**config.mk**
```make
export PLATFORM = sky130hd
export DESIGN_NAME = addsub_pipe
export DESIGN_NICKNAME = d
export VERILOG_FILES = /design/src/rtl/addsub_pipe.sv
export SDC_FILE = /design/constraint.sdc
export NUM_CORES = 1
export LEC_CHECK = 0
export BUFFER_PORTS_ARGS = -buffer_cell sky130_fd_sc_hd__clkbuf_2
export CAP_MARGIN = 20
export CELL_PAD_IN_SITES_DETAIL_PLACEMENT = 2
export CELL_PAD_IN_SITES_GLOBAL_PLACEMENT = 2
export CORE_UTILIZATION = 31
export CTS_CLUSTER_SIZE = 16
export DETAILED_ROUTE_END_ITERATION = 6
export HOLD_SLACK_MARGIN = 0.08
export MAX_ROUTING_LAYER = met4
export PLACE_DENSITY = 0.86
export RECOVER_POWER = 25
export SETUP_SLACK_MARGIN = 0.02
export SLEW_MARGIN = 5
export SYNTH_ARGS = -nofsm -noshare
export SYNTH_HDL_FRONTEND = slang
export SYNTH_SLANG_ARGS = --single-unit
```
**constraint.sdc**
```tcl
create_clock -name clk -period 2 [get_ports clk]
set_input_delay 0.4 -clock clk [delete_from_list [all_inputs] [get_ports clk]]
set_output_delay 0.4 -clock clk [all_outputs]
set_load 0.005 [all_outputs]
```
**src/rtl/addsub_pipe.sv**
```systemverilog
// Pipelined multi-lane adder/subtractor. The carry chain is cut into SEG-bit
// segments with one register stage each; the last stage also saturates.
module addsub_pipe #(
  parameter int WIDTH = 8,
  parameter int LANES = 4,
  parameter int SEG   = 4
) (
  input  logic                   clk,
  input  logic                   rst_n,
  input  logic                   in_valid,
  output logic                   in_ready,
  input  logic [1:0]             in_op,
  input  logic [WIDTH*LANES-1:0] in_a,
  input  logic [WIDTH*LANES-1:0] in_b,
  output logic                   out_valid,
  input  logic                   out_ready,
  output logic [WIDTH*LANES-1:0] out_result,
  output logic [LANES-1:0]       out_carry,
  output logic [LANES-1:0]       out_ovf
);

  localparam int STAGES = WIDTH / SEG;
  localparam int LW     = WIDTH * LANES;

  logic             adv;
  logic [LW-1:0]    bx;
  logic             out_valid_q;
  logic [LW-1:0]    out_result_q, res_d;
  logic [LANES-1:0] out_carry_q, out_ovf_q, ovf_d;

  always_comb begin
    adv = !out_valid_q || out_ready;
    bx  = in_b ^ {LW{in_op[0]}};
  end

  // Intermediate stages carry only the still-unresolved operand bits, so each
  // stage has its own widths and reads the previous stage by hierarchical name.
  for (genvar s = 0; s < STAGES - 1; s++) begin : g_stg
    localparam int DONE = (s + 1) * SEG;
    localparam int REM  = WIDTH - DONE;

    logic                       vld_q, vld_d, sat_q, sat_d;
    logic [LANES-1:0][DONE-1:0] sum_q, sum_d;
    logic [LANES-1:0][REM-1:0]  ra_q, ra_d, rb_q, rb_d;
    logic [LANES-1:0]           cy_q, cy_d, sa_q, sa_d, sb_q, sb_d;
    logic [SEG:0]               t;

    if (s == 0) begin : g_head
      always_comb begin
        vld_d = in_valid;
        sat_d = in_op[1];
        t     = '0;
        sum_d = '0;
        cy_d  = '0;
        ra_d  = '0;
        rb_d  = '0;
        sa_d  = '0;
        sb_d  = '0;
        for (int unsigned l = 0; l < LANES; l++) begin
          t        = {1'b0, in_a[l*WIDTH +: SEG]} + {1'b0, bx[l*WIDTH +: SEG]}
                   + (SEG+1)'(in_op[0]);
          cy_d[l]  = t[SEG];
          sum_d[l] = t[SEG-1:0];
          ra_d[l]  = in_a[l*WIDTH+SEG +: REM];
          rb_d[l]  = bx[l*WIDTH+SEG +: REM];
          sa_d[l]  = in_a[l*WIDTH+WIDTH-1];
          sb_d[l]  = bx[l*WIDTH+WIDTH-1];
        end
      end
    end else begin : g_body
      always_comb begin
        vld_d = g_stg[s-1].vld_q;
        sat_d = g_stg[s-1].sat_q;
        sa_d  = g_stg[s-1].sa_q;
        sb_d  = g_stg[s-1].sb_q;
        t     = '0;
        sum_d = '0;
        cy_d  = '0;
        ra_d  = '0;
        rb_d  = '0;
        for (int unsigned l = 0; l < LANES; l++) begin
          t        = {1'b0, g_stg[s-1].ra_q[l][SEG-1:0]} + {1'b0, g_stg[s-1].rb_q[l][SEG-1:0]}
                   + (SEG+1)'(g_stg[s-1].cy_q[l]);
          cy_d[l]  = t[SEG];
          sum_d[l] = {t[SEG-1:0], g_stg[s-1].sum_q[l]};
          ra_d[l]  = g_stg[s-1].ra_q[l][REM+SEG-1:SEG];
          rb_d[l]  = g_stg[s-1].rb_q[l][REM+SEG-1:SEG];
        end
      end
    end

    always_ff @(posedge clk or negedge rst_n) begin
      if (!rst_n) begin
        vld_q <= 1'b0;
        sat_q <= 1'b0;
        sum_q <= '0;
        cy_q  <= '0;
        ra_q  <= '0;
        rb_q  <= '0;
        sa_q  <= '0;
        sb_q  <= '0;
      end else if (adv) begin
        vld_q <= vld_d;
        sat_q <= sat_d;
        sum_q <= sum_d;
        cy_q  <= cy_d;
        ra_q  <= ra_d;
        rb_q  <= rb_d;
        sa_q  <= sa_d;
        sb_q  <= sb_d;
      end
    end
  end

  logic                        fin_vld, fin_sat;
  logic [LANES-1:0][WIDTH-1:0] fin_sum;
  logic [LANES-1:0]            fin_cy, fin_sa, fin_sb;

  // The top segment is resolved in the output stage itself.
  if (STAGES == 1) begin : g_fin_in
    logic [WIDTH:0] t;
    always_comb begin
      fin_vld = in_valid;
      fin_sat = in_op[1];
      t       = '0;
      fin_sum = '0;
      fin_cy  = '0;
      fin_sa  = '0;
      fin_sb  = '0;
      for (int unsigned l = 0; l < LANES; l++) begin
        t          = {1'b0, in_a[l*WIDTH +: WIDTH]} + {1'b0, bx[l*WIDTH +: WIDTH]}
                   + (WIDTH+1)'(in_op[0]);
        fin_cy[l]  = t[WIDTH];
        fin_sum[l] = t[WIDTH-1:0];
        fin_sa[l]  = in_a[l*WIDTH+WIDTH-1];
        fin_sb[l]  = bx[l*WIDTH+WIDTH-1];
      end
    end
  end else begin : g_fin_in
    logic [SEG:0] t;
    always_comb begin
      fin_vld = g_stg[STAGES-2].vld_q;
      fin_sat = g_stg[STAGES-2].sat_q;
      fin_sa  = g_stg[STAGES-2].sa_q;
      fin_sb  = g_stg[STAGES-2].sb_q;
      t       = '0;
      fin_sum = '0;
      fin_cy  = '0;
      for (int unsigned l = 0; l < LANES; l++) begin
        t          = {1'b0, g_stg[STAGES-2].ra_q[l]} + {1'b0, g_stg[STAGES-2].rb_q[l]}
                   + (SEG+1)'(g_stg[STAGES-2].cy_q[l]);
        fin_cy[l]  = t[SEG];
        fin_sum[l] = {t[SEG-1:0], g_stg[STAGES-2].sum_q[l]};
      end
    end
  end

  always_comb begin
    res_d = '0;
    ovf_d = '0;
    for (int unsigned l = 0; l < LANES; l++) begin
      ovf_d[l] = (fin_sa[l] == fin_sb[l]) && (fin_sum[l][WIDTH-1] != fin_sa[l]);
      if (fin_sat && ovf_d[l])
        res_d[l*WIDTH +: WIDTH] = fin_sa[l] ? {1'b1, {(WIDTH-1){1'b0}}}
                                            : {1'b0, {(WIDTH-1){1'b1}}};
      else
        res_d[l*WIDTH +: WIDTH] = fin_sum[l];
    end
  end

  always_ff @(posedge clk or negedge rst_n) begin
    if (!rst_n) begin
      out_valid_q  <= 1'b0;
      out_result_q <= '0;
      out_carry_q  <= '0;
      out_ovf_q    <= '0;
    end else if (adv) begin
      out_valid_q  <= fin_vld;
      out_result_q <= res_d;
      out_carry_q  <= fin_cy;
      out_ovf_q    <= ovf_d;
    end
  end

  assign in_ready   = adv;
  assign out_valid  = out_valid_q;
  assign out_result = out_result_q;
  assign out_carry  = out_carry_q;
  assign out_ovf    = out_ovf_q;

endmodule

```
Word-level counts from Yosys, hierarchy flattened. Index checks and enable logic that the tools add are counted.

Bits in writable memories: 0. Bits in read-only memories: 0. Flip-flop bits (word level): 103. Memories: 0. Bits in latches: 0. Input bits: 70. Logic and storage cells: 64.

Eq/ne operators: 8. Multiply operators: 0. Shifts and indexed selects: 0. Div/mod/pow operators: 0. Mux-type cells: 8. Reduce and logical (&&, ||, !) cells: 10. Order comparisons: 0. Add/subtract/negate cells: 16. Bitwise logic cells: 1.

Operators with widths (count): 8-bit two-way mux (8); 4-bit by 4-bit adder with 5-bit output (8); 5-bit by 1-bit adder with 5-bit output (8); 32-bit bitwise XOR (1); 1-bit logical AND (8); 1-bit equality test (4); 1-bit != test (4); 1-bit logical NOT (1); 1-bit logical OR (1).

Depth between registers and ports, before layout.
Word-level depth: 6. Depth in mapped cells: 8. Mapped depth without buffers: 6.

Least setup slack after synthesis. OpenSTA, ideal clock, no wires.

Kind: input port to flip-flop. Start: input port in_op[0]. End: register g_stg[0].sum_q, in the netlist fin_sum[19]. Setup slack: -0.050 ns. Buffers on the path: 2. Required time: 1.875 ns. Stages on the path: 8. Arrival: 1.926 ns. Library setup time: 0.125 ns. Cells stage by stage: buf_4 -> buf_2 -> xor2_1 -> ha_1 -> a21o_1 -> a31oi_2 -> xnor2_1 -> mux2_2.

Cells in the longest elaborated chain, start to end: 3.

RTL lines: start: declaration (RTL line 12) `input logic [1:0] in_op,`; 32-bit bitwise XOR (RTL line 33) `bx = in_b ^ {LW{in_op[0]}};`; 4-bit by 4-bit adder with 5-bit output (RTL line 60) `t = {1'b0, in_a[l*WIDTH +: SEG]} + {1'b0, bx[l*WIDTH +: SEG]}`; 5-bit by 1-bit adder with 5-bit output * (RTL line 61) `+ (SEG+1)'(in_op[0]);`; end signal: assignment (RTL line 105) `sum_q <= sum_d;`; end: declaration (RTL line 43) `logic [LANES-1:0][DONE-1:0] sum_q, sum_d;`.

Mark *: on every way between the ends. The rest lies on a longest branch, timed or not. A chain may end at the register's enable or synchronous reset.

Worst setup path in the final report.
Start: register g_stg[0].ra_q[4] in the netlist's numbering. End: register out_result_q[12], in the netlist out_result[12].

Cells in the longest elaborated chain, start to end: 6.

RTL lines: start: declaration (RTL line 44) `logic [LANES-1:0][REM-1:0] ra_q, ra_d, rb_q, rb_d;`; start signal: assignment (RTL line 107) `ra_q <= ra_d;`; 4-bit by 4-bit adder with 5-bit output * (RTL line 150) `t = {1'b0, g_stg[STAGES-2].ra_q[l]} + {1'b0, g_stg[STAGES-2].rb_q[l]}`; 5-bit by 1-bit adder with 5-bit output * (RTL line 151) `+ (SEG+1)'(g_stg[STAGES-2].cy_q[l]);`; 1-bit != test (RTL line 162) `ovf_d[l] = (fin_sa[l] == fin_sb[l]) && (fin_sum[l][WIDTH-1] != fin_sa[l]);`; 1-bit logical AND (RTL line 162); 1-bit logical AND (RTL line 163) `if (fin_sat && ovf_d[l])`; 8-bit two-way mux * (RTL line 163); end signal: assignment (RTL line 179) `out_result_q <= res_d;`; end: declaration (RTL line 28) `logic [LW-1:0] out_result_q, res_d;`.

Marked as above.

==> flow_summary.json <==
{
  "synth-seq-area-share_pct": 43.65,
  "ctsHoldBuffers": 0,
  "fin_skew_ns": 0.006341,
  "cap_violations": 0,
  "hold_class": "input pin to register",
  "p_total_mw": 7.555,
  "syn_avg_cell_area_sq_um": 10.01,
  "cp-start-kind": "register",
  "first_pass_iters": 4,
  "avgViaCountPerCell": 4.916,
  "synth_top_area_share_pct": 43.65,
  "clk_pin_slew_ns": 0.07,
  "r2r_slack_ns": 0.08,
  "drive_gt1_share_pct": 28.68,
  "insertion_delay_ns": 0.36,
  "placedInstanceArea_sq_mm": 0.006356,
  "routed_wl_um": 16090,
  "critPathCaptureType": "register",
  "finalWorstPathRequiredPeriod_ns": 1.919,
  "critical_path_class": "register to register",
  "drt_iter0_markers": 204,
  "final_util_pct": 39.10,
  "ios": 112,
  "start_util_pct": 31.60,
  "dp.cells": 874,
  "first_global_vias": 4968,
  "area_delta_synth_final_pct": 23.73,
  "nNetsFinal": 767,
  "finalSetupViolCount": 0,
  "fin_tns_setup_ns": 0,
  "syn_nets": 650,
  "synth_top_area_cell": "dfrtp_1",
  "critPathMaxFanout": 6,
  "diodes": 0,
  "htree_levels": 3,
  "rows": 48,
  "die_h_um": 134.6,
  "track_usage_pct": 19.24,
  "mostFrequentLayoutCells": "128 x nand2_1, 110 x clkbuf_2, 95 x dfrtp_1",
  "die_area_sq_mm": 0.01810,
  "path_cells": "fa_2 -> a21o_4 -> a211oi_4 -> nor2_4 -> a211o_1",
  "ir_drop_mv": 0.4620,
  "num-fill-cells": 1911,
  "stdcell_area_sq_mm": 0.006739,
  "hold_violations": 0,
  "synthCells": 544,
  "max_freq_ghz": 0.5212,
  "critPathMaxStageDelay_ns": 0.42,
  "grt.overflow.total": 0,
  "ys_ff_latch": 95,
  "arrival_ns": 2.16,
  "grt_start_max_net_pins": 96,
  "cts_root_buf": "clkbuf_16",
  "max_slew_margin_pct": 6.765,
  "io_buffers": 111,
  "numCtsBuffers": 9,
  "grt_antenna_before_repair": 0,
  "postRouteAntennaNets": 0,
  "synth_area_sq_mm": 0.005446,
  "crit_path_top_delay_cell": "fa_2",
  "vias": 4380,
  "fp.dieW_um": 134.6,
  "ys_warn_count": 0,
  "dpl.hpwl_um": 11830,
  "slew_viol_final": 0,
  "ys_types": 35,
  "status": "completed",
  "synthFlopType": "dfrtp_1",
  "clock_path_buffers": 2,
  "place_congestion": 0.8365,
  "rsz0062_at_grt": "false",
  "power_density_mw_per_mm2": 1121,
  "wl_per_cell_um": 18.06,
  "drc": 0,
  "async_reset_ff_share_pct": 100.0,
  "cts_tree": "built",
  "coreArea_sq_mm": 0.01724,
  "tightest_slew_ns": 1.399,
  "grt_first_pass_wirelength_um": 25990,
  "synth_edf_count": 0,
  "required_ns": 2.24,
  "layout_commonest_cell": "nand2_1",
  "post-route-period-util_pct": 95.94,
  "cts_sinks": 95,
  "layout.cells.non_filler": 891,
  "ys_top_cells_by_area": "dfrtp_1 44%, nand2_1 8.8%, ha_1 5.5%",
  "p_leak_nw": 3.308
}
==> timing repair <==
action	in CTS	in global routing
setup endpoints to repair	12	26
gates resized for setup	0	12
gates cloned	0	0
setup buffers	0	1
pin swaps	2	4
==> critical path: cells and delay by family, from the launching register on <==
kind	cells	cell delay, ns
flops	1	0.41
simple gates	1	0.09
fa+ha+maj	1	0.42
compound gates	3	0.89
==> power by group <==
part	switching (mW)	total (mW)	leakage (nW)	internal, mW
registers	0.392	2.88	1.12	2.49
clock network	0.772	1.94	0.160	1.16
logic	1.45	2.74	2.02	1.29
==> final timing paths <==
| check | start | end | cells past startpoint |
|---|---|---|---|
| setup / recovery | g_stg[0].ra_q[4] | out_result[12] | 5 |
| hold / removal | in_a[22] | g_stg[0].ra_q[10] | 3 |
| setup reg to reg | g_stg[0].ra_q[4] | out_result[12] | 5 |
| hold reg to reg | fin_vld | fin_vld | 2 |
| max in group asynchronous | rst_n | g_stg[0].ra_q[0] | 2 |
| min in group asynchronous | rst_n | out_result[19] | 2 |
==> sequential cells by signal (all words and copies together), names as in the netlist <==
signal,flops
out_carry,4
fin_vld,1
fin_sb,3
out_result,32
g_stg.ra_q,13
fin_sum,16
out_valid,1
g_stg.cy_q,4
fin_sa,3
fin_sat,1
out_ovf,4
g_stg.rb_q,13
==> metrics by stage <==
stage | hold WS (ns) | worst slack [ns]
final | 0.2394 | 0.08123
after global routing | 0.2550 | 0.03272
after CTS | 0.1205 | 0.02109
after detailed placement | 0.4609 | -0.05881
after global placement | 0.4423 | 0.05751
after floorplan | 0.1044 | 0.001738
==> synth_stat cells (2+ instances only) <==
master      n
o21ai_0    33
a21o_2      3
inv_2       2
buf_4       6
clkbuf_1    7
buf_2      14
a22o_1      4
nor4_4      3
o31ai_1     4
xor2_1     20
nand2_1   128
a211oi_4    3
nand3b_1   20
a21oi_1    13
a211o_1    28
a31oi_2     4
a21oi_2     3
ha_1       24
nor2b_1     5
nor2_1     28
fa_1       12
dfrtp_1    95
inv_1      12
a21o_1     13
mux2_2      4
mux2_4      4
nor2_2      4
xnor2_1    28
nand2b_2    4
a31oi_1     8
or3_1       4
==> final cells by class <==
class | count | area (sq um) | share of cell area [%]
Clock buffer | 13 | 260.3 | 3.862
Tap cell | 225 | 281.5 | 4.177
Clock inverter | 3 | 65.06 | 0.9655
Inverter | 14 | 52.55 | 0.7798
Timing Repair Buffer | 134 | 768.2 | 11.40
Multi-Input combinational cell | 407 | 2934 | 43.54
Sequential cell | 95 | 2377 | 35.28
==> cells by family after synthesis <==
kind of cell | after synthesis | synth area share [%]
AOI/OAI and AO/OA | 117 | 15.85
xor gates and xnor gates | 48 | 7.719
adders and majority gates | 36 | 9.924
buffers and inverters | 42 | 3.768
DFF | 95 | 43.65
muxes | 8 | 1.930
and+or+nand+nor | 198 | 17.16
==> per-layer routing <==
metal | vias to the layer above | global-route usage (%) | part of all wire, %
li1 | 2073 | - | -
met1 | 2224 | 20.91 | 40
met2 | 63 | 35.78 | 56
met3 | 20 | 2.177 | 2.3
met4 | 0 | 7.366 | 1.9
met5 | - | - | 0
No activity file was read; power rests on OpenSTA's default activity.
